<file path="src/rtl/alarm_pkg.sv">
// Shared types and constants for the keypad alarm controller: FSM state
// encoding, the no-key code and the key-entry timeout length.
package alarm_pkg;

    typedef enum logic [2:0] {
        SHOW_TIME        = 3'd0,
        KEY_STORED       = 3'd1,
        KEY_WAITED       = 3'd2,
        KEY_ENTRY        = 3'd3,
        SHOW_ALARM       = 3'd4,
        SET_ALARM_TIME   = 3'd5,
        SET_CURRENT_TIME = 3'd6
    } state_e;

    localparam logic [3:0] NOKEY        = 4'd10;
    localparam int         TIMEOUT_SECS = 10;
    // The event fires on the pulse that would take the count past this value.
    localparam logic [3:0] CNT_MAX      = 4'(TIMEOUT_SECS - 1);

    function automatic logic is_digit(input logic [3:0] k);
        return (k < NOKEY);
    endfunction

endpackage

</file>
<file path="src/rtl/key_timeout_cnt.sv">
// Saturating seconds counter for the key-entry states; flags the timeout on
// the pulse that arrives while the count already sits at its maximum.
module key_timeout_cnt
    import alarm_pkg::*;
(
    input  logic clock,
    input  logic reset,
    input  logic one_second,
    input  logic enable,
    input  logic clear,
    output logic time_out
);

    logic [3:0] count_q;
    logic [3:0] count_d;

    // Clear has priority over counting so a pulse on a state change is dropped.
    always_comb begin
        count_d = count_q;
        if (clear || !enable) begin
            count_d = 4'd0;
        end else if (one_second && (count_q < CNT_MAX)) begin
            count_d = count_q + 4'd1;
        end else begin
            count_d = count_q;
        end
    end

    // Count register with synchronous active-low reset.
    always_ff @(posedge clock) begin
        if (!reset) begin
            count_q <= 4'd0;
        end else begin
            count_q <= count_d;
        end
    end

    assign time_out = enable && one_second && (count_q == CNT_MAX);

endmodule

</file>
<file path="src/rtl/keypad_alarm_ctrl.sv">
// Moore FSM sequencing keypad entry, alarm display and the alarm/time load
// strobes; all outputs come from flops tracking the state register.
module keypad_alarm_ctrl
    import alarm_pkg::*;
(
    input  logic       clock,
    input  logic       reset,
    input  logic       one_second,
    input  logic [3:0] key,
    input  logic       alarm_button,
    input  logic       time_button,
    output logic       load_new_alarm,
    output logic       load_new_time,
    output logic       show_new_time,
    output logic       show_a,
    output logic       shift
);

    state_e     state_q;
    state_e     state_d;
    logic [4:0] out_q;
    logic [4:0] out_d;
    logic       in_entry_s;
    logic       time_out_s;

    assign in_entry_s = (state_q == KEY_WAITED) || (state_q == KEY_ENTRY);

    key_timeout_cnt u_timeout (
        .clock      (clock),
        .reset      (reset),
        .one_second (one_second),
        .enable     (in_entry_s),
        .clear      (state_d != state_q),
        .time_out   (time_out_s)
    );

    // Next-state logic.
    always_comb begin
        state_d = state_q;
        case (state_q)
            SHOW_TIME: begin
                if (alarm_button)       state_d = SHOW_ALARM;
                else if (is_digit(key)) state_d = KEY_STORED;
                else                    state_d = SHOW_TIME;
            end
            KEY_STORED:       state_d = KEY_WAITED;
            KEY_WAITED: begin
                if (!is_digit(key))     state_d = KEY_ENTRY;
                else if (time_out_s)    state_d = SHOW_TIME;
                else                    state_d = KEY_WAITED;
            end
            KEY_ENTRY: begin
                if (alarm_button)       state_d = SET_ALARM_TIME;
                else if (time_button)   state_d = SET_CURRENT_TIME;
                else if (time_out_s)    state_d = SHOW_TIME;
                else if (is_digit(key)) state_d = KEY_STORED;
                else                    state_d = KEY_ENTRY;
            end
            SHOW_ALARM: begin
                if (!alarm_button)      state_d = SHOW_TIME;
                else                    state_d = SHOW_ALARM;
            end
            SET_ALARM_TIME:   state_d = SHOW_TIME;
            SET_CURRENT_TIME: state_d = SHOW_TIME;
            default:          state_d = SHOW_TIME;
        endcase
    end

    // Output decode of the upcoming state, packed as
    // {load_new_alarm, load_new_time, show_new_time, show_a, shift}.
    always_comb begin
        out_d = 5'b00000;
        case (state_d)
            KEY_STORED:       out_d = 5'b00101;
            KEY_WAITED:       out_d = 5'b00100;
            KEY_ENTRY:        out_d = 5'b00100;
            SHOW_ALARM:       out_d = 5'b00010;
            SET_ALARM_TIME:   out_d = 5'b10000;
            SET_CURRENT_TIME: out_d = 5'b01000;
            default:          out_d = 5'b00000;
        endcase
    end

    // State and output registers with synchronous active-low reset.
    always_ff @(posedge clock) begin
        if (!reset) begin
            state_q <= SHOW_TIME;
            out_q   <= 5'b00000;
        end else begin
            state_q <= state_d;
            out_q   <= out_d;
        end
    end

    assign load_new_alarm = out_q[4];
    assign load_new_time  = out_q[3];
    assign show_new_time  = out_q[2];
    assign show_a         = out_q[1];
    assign shift          = out_q[0];

endmodule
</file>
<file path="config.mk">
export PLATFORM = sky130hd
export DESIGN_NAME = keypad_alarm_ctrl
export DESIGN_NICKNAME = d
export VERILOG_FILES = /design/src/rtl/alarm_pkg.sv /design/src/rtl/key_timeout_cnt.sv /design/src/rtl/keypad_alarm_ctrl.sv
export SDC_FILE = /design/constraint.sdc
export NUM_CORES = 1
export LEC_CHECK = 0
export ABC_AREA = 1
export CAP_MARGIN = 20
export CORE_MARGIN = 8
export CORE_UTILIZATION = 49
export CTS_CLUSTER_SIZE = 30
export DETAILED_ROUTE_END_ITERATION = 8
export PLACE_DENSITY = 0.76
export SLEW_MARGIN = 20
export SYNTH_ARGS = -nofsm -noshare
export SYNTH_HDL_FRONTEND = slang
export SYNTH_HIERARCHICAL = 1
export SYNTH_SLANG_ARGS = --single-unit
</file>
<file path="constraint.sdc">
create_clock -name clock -period 2.1 [get_ports clock]
set_input_delay 0.315 -clock clock [delete_from_list [all_inputs] [get_ports clock]]
set_output_delay 0.315 -clock clock [all_outputs]
set_load 0.1 [all_outputs]
</file>
==> results_dict.tcl <==
set metrics [dict create \
    setup_tns_ns 0 \
    final_cells 141 \
    fin_nets 138 \
    grt_max_degree 8 \
    clockRootBuffer "clkbuf_4" \
    cts_tree "done" \
    finalCritPeriodShare_pct 89.5 \
    yosys-top-cells-area "dfxtp_1 (33%), nand2_1 (13%), inv_1 (7.8%), nor2_1 (7.8%), nand3_1 (6.3%)" \
    hold_path_class "reg2reg" \
    overflow 0 \
    cts_buffers 3 \
    postRouteAntennaNets 0 \
    maxCapViolCount 0 \
    clk_pin_slew_ns 0.08 \
    ys_seq_elements 12 \
    ys_warn_count 6 \
    totalWireLength_mm 1.53 \
    dp.cells 137 \
    core_area_sq_um 1440 \
    die_w_um 54.3 \
    worstMarginPinSlew_ns 0.282 \
    synthTopCellsByCount "nand2_1 (25), inv_1 (15), nor2_1 (15), dfxtp_1 (12), nand3_1 (9)" \
    cp.required_ns 2.32 \
    start_util_pct 50.1 \
    start_kind "register" \
    timing.fmax_mhz 532 \
    hpwl_mm 1.21 \
    dr_wl_met3_um 79 \
    grt_pass1_vias 652 \
    drtPass1Iterations 4 \
    p_per_area_nw_per_um2 654 \
    path_class "reg2reg" \
    crit_slowest_cell "dfxtp_1" \
    slowest_delay_ns 0.33 \
    wl_per_cell_um 10.8 \
    cts_setup_buffers 0 \
    cp-end-kind "register" \
    antenna_found_initial 0 \
    synth_top_area_cell "dfxtp_1" \
    vdd_drop_max_uv 564 \
    clockBufferDepth 2 \
    dr_total_vias 678 \
    clock_skew_ns 0.00355 \
    io_buffer_count 12 \
    wl_met1_um 650 \
    ys.flop_type "dfxtp_1" \
    row_count 14 \
    critPathMaxFanout 5 \
    arrival_ns 2.10 \
    dieArea_sq_um 2950 \
    clk_latency_ns 0.28 \
    drc 0 \
    min_period_ns 1.88 \
    ios 14 \
    syn_inst 106 \
    wl_met2_um 777 \
    yosysMostFrequentCell "nand2_1" \
    gp_congestion 0.815 \
    total_leakage_power_nw 0.452 \
    grt_first_pass_wirelength_mm 2.46 \
    ys_seq_area_share_pct 33.4 \
    n_antenna_cell 0 \
    syn_to_final_growth_pct 27.3 \
    slew_headroom_pct 81.4 \
    synthArstFlopShare_pct 0 \
    cts_hold_buffers 0 \
    cts_max_level 1 \
    synth_cell_types 20 \
    outcome "finished, final reports clean" \
    hold_viol 0 \
    die_h_um 54.3 \
    cpMostUsedCell "nand2_1" \
    drive_gt1_share_pct 26.4 \
    top_layer_used "met4" \
    drt_iter0_markers 11 \
    slew_violations 0 \
    grt_usage_pct 11.4 \
    cts_sinks 12 \
    syn_nets 118 \
    syn_avg_cell_area_sq_um 6.79 \
    setup_viol 0 \
    critical_path.top_delay_family "simple AND/OR/NAND/NOR gates" \
    vias_per_cell 4.81 \
    whs_ns 0.519 \
    synth_enable_flop_cells 0 \
    synth_top_area_share_pct 33.4 \
    path_buf_inv 3 \
    crit_chain "inv_2, nand2_1, inv_1, nand3_1, nor3_2, buf_4, o21ai_1, nand2_1, nand3_2, nand2_1, nand2_1, nor2_1, nand2_2, nor2_8, nand2_1, a21oi_1" \
    synth.cell_area_sq_um 719 \
]
## cell usage in the layout (no fill, tap or decap), types with 2 or more instances in the layout
master,n
nand2_2,5
nor2_1,15
inv_1,15
a21oi_1,4
nand3_1,9
nand2_1,24
buf_4,9
ha_1,3
nand3_2,2
clkdlybuf4s50_1,7
nand4_1,3
clkbuf_4,3
dfxtp_1,10
nor3_2,2
dfxtp_2,2
inv_2,5
## logic make-up after synthesis
logic type | synth area share, %
AND/OR/NAND/NOR | 44.0
adder cells (fa/ha/maj) | 5.22
flip-flops | 33.4
XOR/XNOR | 1.22
buffers and inverters | 11.5
AO/OA/AOI/OAI | 4.70
## through the flow
step           setup slack (ns)  utilization [%]  area (sq um)  total power [mW]
2_1_floorplan             0.351                -           719             0.365
3_3_place_gp            -0.0260             60.5           870             0.407
3_5_place_dp            -0.0540             60.5           870             0.410
4_1_cts                   0.151             63.1           906             0.601
5_1_grt               -0.000748             63.8           916             0.631
6_report                  0.220             63.8           916             0.599
## worst register-to-register path, stage by stage, from the launching register on
cell and delay [ns]:
dfxtp_1 0.33, inv_2 0.10, nand2_1 0.08, inv_1 0.08, nand3_1 0.09, nor3_2 0.13
buf_4 0.14, o21ai_1 0.06, nand2_1 0.10, nand3_2 0.09, nand2_1 0.06, nand2_1 0.04
nor2_1 0.12, nand2_2 0.11, nor2_8 0.14, nand2_1 0.06, a21oi_1 0.10
## routing by layer
metal,track usage [%],up-vias
met4,6.15,0
li1,-,363
met1,11.2,304
met5,0,-
met2,19.5,8
met3,5.16,3
## final timing paths
kind                                       endpoint  slack (ns)  cells after the start                               from
setup / recovery  u_timeout/count_q[2]$_SDFFE_PP0P_        0.22                     16              state_q[2]$_SDFF_PN0_
hold / removal    u_timeout/count_q[1]$_SDFFE_PP0P_        0.52                      2  u_timeout/count_q[1]$_SDFFE_PP0P_
setup reg to reg  u_timeout/count_q[2]$_SDFFE_PP0P_        0.22                     16              state_q[2]$_SDFF_PN0_
hold reg to reg   u_timeout/count_q[1]$_SDFFE_PP0P_        0.52                      2  u_timeout/count_q[1]$_SDFFE_PP0P_
## cell type report
class	instances	area [sq um]
Clock buffer	4	36.3
Fill cell	141	520
Inverter	20	75.1
Multi-Input combinational cell	73	404
Sequential cell	12	243
Tap cell	16	20.0
Timing Repair Buffer	16	138
## state kept, by name, summed over array words and instances (netlist names)
signal             count
state_q                3
u_timeout/count_q      4
out_q                  5
## timing repair
action	CTS	global route
gates resized for setup	0	5
endpoints found under the setup margin	0	4
hold endpoints to repair	0	0
## report_power, final
part | total (mW) | switching, mW | internal, mW
clock | 0.190 | 0.0841 | 0.106
combinational | 0.164 | 0.111 | 0.0528
sequential | 0.245 | 0.00687 | 0.238
No activity file was read; power rests on OpenSTA's default activity.
